`src/rtl/ks_pkg.sv`:
```
// Shared definitions for the sequential Kogge-Stone adder: slice width and FSM states.
package ks_pkg;

   localparam int SLICE_W = 4;

   typedef enum logic [1:0] {
      IDLE = 2'd0,
      RUN  = 2'd1,
      DONE = 2'd2
   } state_t;

endpackage

```
`src/rtl/kogge_stone_4bit.sv`:
```
// 4-bit Kogge-Stone parallel-prefix adder used as the single slice engine.
module kogge_stone_4bit
   import ks_pkg::*;
(
   input  logic [SLICE_W-1:0] a_i,
   input  logic [SLICE_W-1:0] b_i,
   input  logic               cin_i,
   output logic [SLICE_W-1:0] sum_o,
   output logic               cout_o
);

   logic [SLICE_W-1:0] g0, p0, g1, p1, g2, p2;
   logic [SLICE_W:0]   c;

   assign g0   = a_i & b_i;
   assign p0   = a_i ^ b_i;
   assign c[0] = cin_i;

   // Two prefix levels (span 1, then span 2) cover all four bits; cin is folded in at the end.
   for (genvar gi = 0; gi < SLICE_W; gi++) begin : g_bit
      if (gi >= 1) begin : g_l1
         assign g1[gi] = g0[gi] | (p0[gi] & g0[gi-1]);
         assign p1[gi] = p0[gi] & p0[gi-1];
      end else begin : g_l1_pass
         assign g1[gi] = g0[gi];
         assign p1[gi] = p0[gi];
      end

      if (gi >= 2) begin : g_l2
         assign g2[gi] = g1[gi] | (p1[gi] & g1[gi-2]);
         assign p2[gi] = p1[gi] & p1[gi-2];
      end else begin : g_l2_pass
         assign g2[gi] = g1[gi];
         assign p2[gi] = p1[gi];
      end

      assign c[gi+1]   = g2[gi] | (p2[gi] & cin_i);
      assign sum_o[gi] = p0[gi] ^ c[gi];
   end

   assign cout_o = c[SLICE_W];

endmodule

```
`src/rtl/ks_seq_adder.sv`:
```
// Sequential WIDTH-bit adder: one 4-bit Kogge-Stone core reused over WIDTH/4 slices,
// LSB slice first, with valid/ready handshakes on both sides and a synchronous flush.
module ks_seq_adder
   import ks_pkg::*;
#(
   parameter int WIDTH = 16
) (
   input  logic             clk,
   input  logic             rst,
   input  logic             in_valid,
   output logic             in_ready,
   input  logic [WIDTH-1:0] a,
   input  logic [WIDTH-1:0] b,
   input  logic             cin,
   input  logic             flush,
   output logic             out_valid,
   input  logic             out_ready,
   output logic [WIDTH-1:0] sum,
   output logic             cout,
   output logic             busy
);

   localparam int NSLICE = WIDTH / SLICE_W;
   localparam int IDX_W  = (NSLICE > 1) ? $clog2(NSLICE) : 1;
   localparam logic [IDX_W-1:0] LAST_IDX = IDX_W'(NSLICE - 1);

   if ((WIDTH % SLICE_W) != 0 || WIDTH < SLICE_W) begin : g_bad_width
      $error("ks_seq_adder: WIDTH must be a multiple of 4 and at least 4");
   end

   state_t             state_q, state_d;
   logic [IDX_W-1:0]   idx_q, idx_d;
   logic               carry_q, carry_d;
   logic [WIDTH-1:0]   a_q, a_d;
   logic [WIDTH-1:0]   b_q, b_d;
   logic [WIDTH-1:0]   sum_q, sum_d;
   logic               cout_q, cout_d;

   logic [SLICE_W-1:0] core_a, core_b, core_sum;
   logic               core_cout;

   always_comb begin
      core_a = '0;
      core_b = '0;
      for (int i = 0; i < NSLICE; i++) begin
         if (idx_q == IDX_W'(i)) begin
            core_a = a_q[i*SLICE_W +: SLICE_W];
            core_b = b_q[i*SLICE_W +: SLICE_W];
         end
      end
   end

   kogge_stone_4bit u_core (
      .a_i    (core_a),
      .b_i    (core_b),
      .cin_i  (carry_q),
      .sum_o  (core_sum),
      .cout_o (core_cout)
   );

   always_comb begin
      state_d = state_q;
      idx_d   = idx_q;
      carry_d = carry_q;
      a_d     = a_q;
      b_d     = b_q;
      sum_d   = sum_q;
      cout_d  = cout_q;

      // Flush beats accept, slice stepping and the output handshake alike.
      if (flush) begin
         state_d = IDLE;
      end else begin
         case (state_q)
            IDLE: begin
               if (in_valid) begin
                  a_d     = a;
                  b_d     = b;
                  carry_d = cin;
                  idx_d   = '0;
                  state_d = RUN;
               end
            end
            RUN: begin
               for (int i = 0; i < NSLICE; i++) begin
                  if (idx_q == IDX_W'(i)) begin
                     sum_d[i*SLICE_W +: SLICE_W] = core_sum;
                  end
               end
               carry_d = core_cout;
               idx_d   = idx_q + IDX_W'(1);
               if (idx_q == LAST_IDX) begin
                  cout_d  = core_cout;
                  idx_d   = '0;
                  state_d = DONE;
               end
            end
            DONE: begin
               if (out_ready) begin
                  state_d = IDLE;
               end
            end
            default: state_d = IDLE;
         endcase
      end
   end

   always_ff @(posedge clk or posedge rst) begin
      if (rst) begin
         state_q <= IDLE;
         idx_q   <= '0;
         carry_q <= 1'b0;
         a_q     <= '0;
         b_q     <= '0;
         sum_q   <= '0;
         cout_q  <= 1'b0;
      end else begin
         state_q <= state_d;
         idx_q   <= idx_d;
         carry_q <= carry_d;
         a_q     <= a_d;
         b_q     <= b_d;
         sum_q   <= sum_d;
         cout_q  <= cout_d;
      end
   end

   assign in_ready  = (state_q == IDLE);
   assign out_valid = (state_q == DONE);
   assign busy      = (state_q != IDLE);
   assign sum       = sum_q;
   assign cout      = cout_q;

endmodule

```
`config.mk`:
```
export PLATFORM = sky130hd
export DESIGN_NAME = ks_seq_adder
export DESIGN_NICKNAME = d
export VERILOG_FILES = /design/src/rtl/ks_pkg.sv /design/src/rtl/kogge_stone_4bit.sv /design/src/rtl/ks_seq_adder.sv
export SDC_FILE = /design/constraint.sdc
export NUM_CORES = 1
export LEC_CHECK = 0
export CAP_MARGIN = 10
export CORE_MARGIN = 1
export CORE_UTILIZATION = 25
export CTS_BUF_LIST = sky130_fd_sc_hd__clkbuf_4 sky130_fd_sc_hd__clkbuf_8
export CTS_CLUSTER_SIZE = 40
export DETAILED_ROUTE_END_ITERATION = 8
export DONT_BUFFER_PORTS = 1
export GPL_TIMING_DRIVEN = 0
export PLACE_DENSITY = 0.36
export SLEW_MARGIN = 20
export SYNTH_ARGS = -nofsm -noshare
export SYNTH_HDL_FRONTEND = slang
export SYNTH_SLANG_ARGS = --single-unit
export TNS_END_PERCENT = 10
```
`constraint.sdc`:
```
create_clock -name clk -period 3.8 [get_ports clk]
set_input_delay 0.76 -clock clk [delete_from_list [all_inputs] [get_ports clk]]
set_output_delay 0.76 -clock clk [all_outputs]
set_load 0.02 [all_outputs]
```
Yosys cells after proc, flatten, opt, wreduce, memory -nomap -nowiden
Index checks and enable logic that the tools add are counted.
{ "word_totals": {"inputBits": 38, "ff_bits": 54, "word_cells": 79, "output_inout_bits": 20} }
{ "classes": {"n_mux": 18, "n_eq_ne": 9, "bitwise": 30, "n_addsub": 1, "n_reduce_logical": 11} }
{ "op_table": {"columns": ["op", "n"], "rows": [
  ["$mux W4", 8],
  ["$reduce_and A3 Y1", 7],
  ["$and A1 B1 Y1", 14],
  ["$mux W2", 6],
  ["$or A1 B1 Y1", 9],
  ["$eq A2 B2 Y1 const B", 3],
  ["$ne A3 B2 Y1 const B", 2],
  ["$pmux W2 S3", 1],
  ["$and A4 B4 Y4", 1],
  ["$eq A2 B1 Y1 const B", 2],
  ["$logic_not A2 Y1", 2],
  ["$pmux W2 S2", 1],
  ["$reduce_bool A2 Y1", 2],
  ["$xor A1 B1 Y1", 4],
  ["$xor A4 B4 Y4", 1],
  ["$ne A3 B3 Y1 const B", 1],
  ["$add A2 B1 Y2 const B", 1],
  ["$ne A2 B2 Y1 const B", 1],
  ["$pmux W1 S2", 1],
  ["$mux W1", 1],
  ["$not A1 Y1", 1]
]} }

Logic depth before layout (Yosys ltp)
{ "logic_depth": {"ltp_word": 12, "ltp_mapped": 10, "mapped_depth_nobuf": 9} }

Hierarchy
From an unflattened synthesis, not the netlist that was laid out.
{ "hier_totals": {"hier_cells": 193, "area_unflattened_um2": 2571.2} }
{ "modules_own_cells": {"columns": ["mod", "area_each_um2", "n_inst", "seq_area_each_um2", "cells_per_inst"], "rows": [
  ["ks_seq_adder", 2438.6, 1, 1351.3, 180],
  ["kogge_stone_4bit", 132.6, 1, 0.0, 13]
]} }

Worst setup path before layout
No wires, ideal clock.
{ "synth_timing": {"kind": "register to register", "startpoint": "register idx_q[0]", "endpoint": "register sum_q[14] (netlist: sum[14])", "slack_ns": 1.244, "n_path_buf": 1, "stages_incl_launch_ff": 10, "synth_period_minus_slack_ns": 2.556, "required_ns": 3.674, "arrival_ns": 2.430, "setup_ns": 0.126, "cell_sequence": "dfrtp_1 inv_1 ha_1 clkbuf_1 a221oi_1 o31ai_1 ha_1 a21o_1 a21o_1 a221o_1"} }
{ "synth_between": {"elab_chain_len": 10, "word_cells_on_any_way": 21, "classes_between": "eq/ne (3); mux (8); bitwise (8); reduce/logical (2)"} }
{ "synth_lines": {"columns": ["item", "line", "rtl"], "rows": [
  ["start: declaration", "ks_seq_adder.sv:32", "logic [IDX_W-1:0] idx_q, idx_d;"],
  ["start signal: assignment", "ks_seq_adder.sv:119", "idx_q <= idx_d;"],
  ["$logic_not A2 Y1", "ks_seq_adder.sv:46", "if (idx_q == IDX_W'(i)) begin"],
  ["$mux W4 (4 in a row)", "ks_seq_adder.sv:46", null],
  ["$xor A4 B4 Y4 / $and A4 B4 Y4 (equally long branches)", "kogge_stone_4bit.sv:16, kogge_stone_4bit.sv:15", null],
  ["$and A1 B1 Y1 (on tied branches)", "kogge_stone_4bit.sv:22, kogge_stone_4bit.sv:23", null],
  ["$or A1 B1 Y1 / $and A1 B1 Y1 (equally long branches)", "kogge_stone_4bit.sv:22, kogge_stone_4bit.sv:37", null],
  ["$or A1 B1 Y1", "kogge_stone_4bit.sv:37", "assign c[gi+1] = g2[gi] | (p2[gi] & cin_i);"],
  ["$xor A1 B1 Y1", "kogge_stone_4bit.sv:38", "assign sum_o[gi] = p0[gi] ^ c[gi];"],
  ["end signal: assignment", "ks_seq_adder.sv:123", "sum_q <= sum_d;"],
  ["end: declaration", "ks_seq_adder.sv:36", "logic [WIDTH-1:0] sum_q, sum_d;"]
]} }
Parallel ways exist; a longest one is shown, timed or not.
A chain may end at the register's enable or synchronous reset.

Worst setup path after layout
Ends and elaborated chain as after synthesis.

==> out/qor.yml <==
leakagePower_nw: 1.238
synth_seq_cells: 54
syn_area_um2: 2668
yosys_warnings: 0
ios: 58
period_share: 0.8612
syn_avg_cell_area_um2: 12.13
vias: 1741
die_x_um: 105.3
synth_xor_area_frac: 0.003283
cp.required_ns: 4.05
netlist_instances: 220
synth.distinct_cells: 37
clock_skew_ns: 0.006827
dp_hpwl_mm: 4.825
ff2ff_path_depth: 9
vias_per_cell: 4.770
drt-pass1-iter-count: 4
end_kind: "flip-flop"
crit_start: "idx_q[0]"
ctsHtreeMaxLevel: 2
hold_viol_final: 0
rsz0062_at_grt: "false"
clk_latency_ns: 0.31
async_reset_ff_frac: 1.000
grt_pass1_wl_mm: 10.64
layout-drive-gt1-share: 0.2271
antenna_found_initial: 0
slew_headroom: 0.5705
cp-endpoint: "sum[14]"
irDropWorstVdd_uv: 235.8
rrSetupSlack_ns: 0.53
cts_tree: "done"
wl_met1_mm: 3.139
cts.clk_slew.worst_paths_ns: 0.10
rows: 37
cts_root_buf: "clkbuf_8"
final_area_um2: 3003
finalWirelength_mm: 6.578
tightest_slew_ns: 0.6442
fmax_ghz: 0.3056
r2r_start: "idx_q[0]"
muxShareOfSynthArea: 0.1557
final_cell_mix: "dfrtp_1, mux2_2, nand2_1"
num_antenna_cells: 0
p_per_area_nw_per_um2: 751.0
clockBufferDepth: 2
status: "finished, final reports clean"
drv_slew: 0
synthSimpleGateAreaFrac: 0.1144
dieHeight_um: 105.3
wl_met3_um: 450
tns_ns: 0
start_util: 0.2584
cts_buffers: 5
ant_nets: 0
finalCriticalPeriod_ns: 3.273
cp_max_fo: 10
final_common_cell: "dfrtp_1"
syn_nets: 267
reg2reg_to: "sum[14]"
cp.arrival_ns: 3.52
yosysSeqAreaShare: 0.5066
cap_viol_max_count: 0
crit_type: "flip-flop to flip-flop"
syn_to_final_growth_pct: 12.57
setup_viol: 0
drt_first_iter_violations: 67
dpl-instance-area_um2: 2860
dieArea_um2: 11090
portBuffers: 0
synth_edf_count: 0
synthFlopType: "dfrtp_1"
hold_path_class: "input pin to asynchronous set/reset pin"
nets: 275
post_cts_buffers: 0
synth_fa_ha_area_frac: 0.04503
grt_overflow_total: 0
met2_length_mm: 2.925
grt_pass1_vias: 1834
synth_top_family_by_area: "multiplexers"
cts_hold_buf: 0
grt_start_max_net_pins: 37
cts_resized: 0
place_congestion: 0.6582
grt_usage: 0.1274
avgRoutedWirePerCell_um: 18.02
drc: 0
coreArea_um2: 10320
top_layer: "met4"
synth_compound_area_frac: 0.1313
clock-sinks: 54
cp-start-kind: "flip-flop"
[Yosys cell counts, drive strengths merged (2+ instances only)]
| cell type | count | area, um2 |
|---|---|---|
| a2111oi | 4 | 35.03 |
| a211oi | 4 | 30.03 |
| a21o | 3 | 22.52 |
| a21oi | 2 | 10.01 |
| a221o | 4 | 40.04 |
| a221oi | 4 | 35.03 |
| a32o | 2 | 20.02 |
| and3b | 4 | 35.03 |
| buf | 5 | 48.79 |
| clkbuf | 10 | 37.54 |
| dfrtp | 54 | 1351 |
| ha | 8 | 100.1 |
| inv | 8 | 30.03 |
| mux2 | 36 | 405.4 |
| nand2 | 17 | 63.81 |
| nand4bb | 4 | 45.04 |
| nor2 | 8 | 30.03 |
| nor2b | 10 | 62.56 |
| o21ai | 5 | 25.02 |
| o311a | 2 | 20.02 |
| o31ai | 12 | 90.09 |
| or2 | 2 | 15.02 |
[area by class of cell]
| cell class | count | area, um2 |
|---|---|---|
| clock inverter | 2 | 60.06 |
| fill | 1088 | 7321 |
| clock buffer | 6 | 82.58 |
| multi-input combinational | 143 | 1200 |
| tap | 136 | 170.2 |
| timing repair buffer | 1 | 20.02 |
| inverter | 8 | 32.53 |
| buffer | 15 | 86.33 |
| sequential | 54 | 1351 |
[power by group]
group,switching [W],internal [W]
Combinational,0.000485,0.000345
Clock,0.000195,0.000281
Sequential,0.000209,0.000741
[how the worst min path moves through the flow]
| stage | from | to | slack, ns | cells after the start |
|---|---|---|---|---|
| 2_1_floorplan | a_q[9] | a_q[9] | 0.46 | 1 |
| 3_3_place_gp | a_q[9] | a_q[9] | 0.47 | 1 |
| 3_5_place_dp | a_q[9] | a_q[9] | 0.48 | 1 |
| 4_1_cts | rst | sum[4] | 0.25 | 1 |
| 5_1_grt | rst | sum[12] | 0.25 | 1 |
| 6_report | rst | sum[12] | 0.25 | 1 |
[cells by family (layout without fill, tap and decap cells)]
logic type      Yosys count  after routing
compound gates           45             45
xor+xnor                  1              1
fa+ha+maj                 9              9
buf+inv                  23             32
flops                    54             54
mux                      37             37
simple gates             51             51
[stage by stage]
| stage | hold WS (ns) | utilization | cells | power (W) | setup WS [ns] |
|---|---|---|---|---|---|
| 2_1_floorplan | 0.4588 | - | 220 | 0.001552 | 1.244 |
| 3_3_place_gp | 0.4726 | 0.2749 | 356 | 0.001800 | 0.4973 |
| 3_5_place_dp | 0.4803 | 0.2771 | 357 | 0.001811 | 0.5354 |
| 4_1_cts | 0.2505 | 0.2909 | 365 | 0.002306 | 0.4945 |
| 5_1_grt | 0.2519 | 0.2909 | 365 | 0.002426 | 0.2392 |
| 6_report | 0.2534 | 0.2909 | 365 | 0.002255 | 0.5275 |
[routing by layer]
metal / vias up / global-route usage
met4: 0 / 0.03622
met2: 51 / 0.1941
met1: 868 / 0.1715
li1: 817 / -
met3: 5 / 0.04205
met5: - / 0
[registers in the layout, summed over array words and instances, names as in the netlist]
signal,flops
idx_q,2
sum,16
state_q,2
cout,1
carry_q,1
b_q,16
a_q,16
[worst max-delay path: stages (launching register included)]
cell	delay, ns
dfrtp_1	0.44
inv_1	0.10
ha_1	0.32
clkbuf_1	0.43
a221oi_1	0.10
o31ai_1	0.54
ha_1	0.35
a21o_1	0.23
a2111oi_0	0.51
a221o_1	0.18
Note: power is estimated with default switching activity, not from simulation.
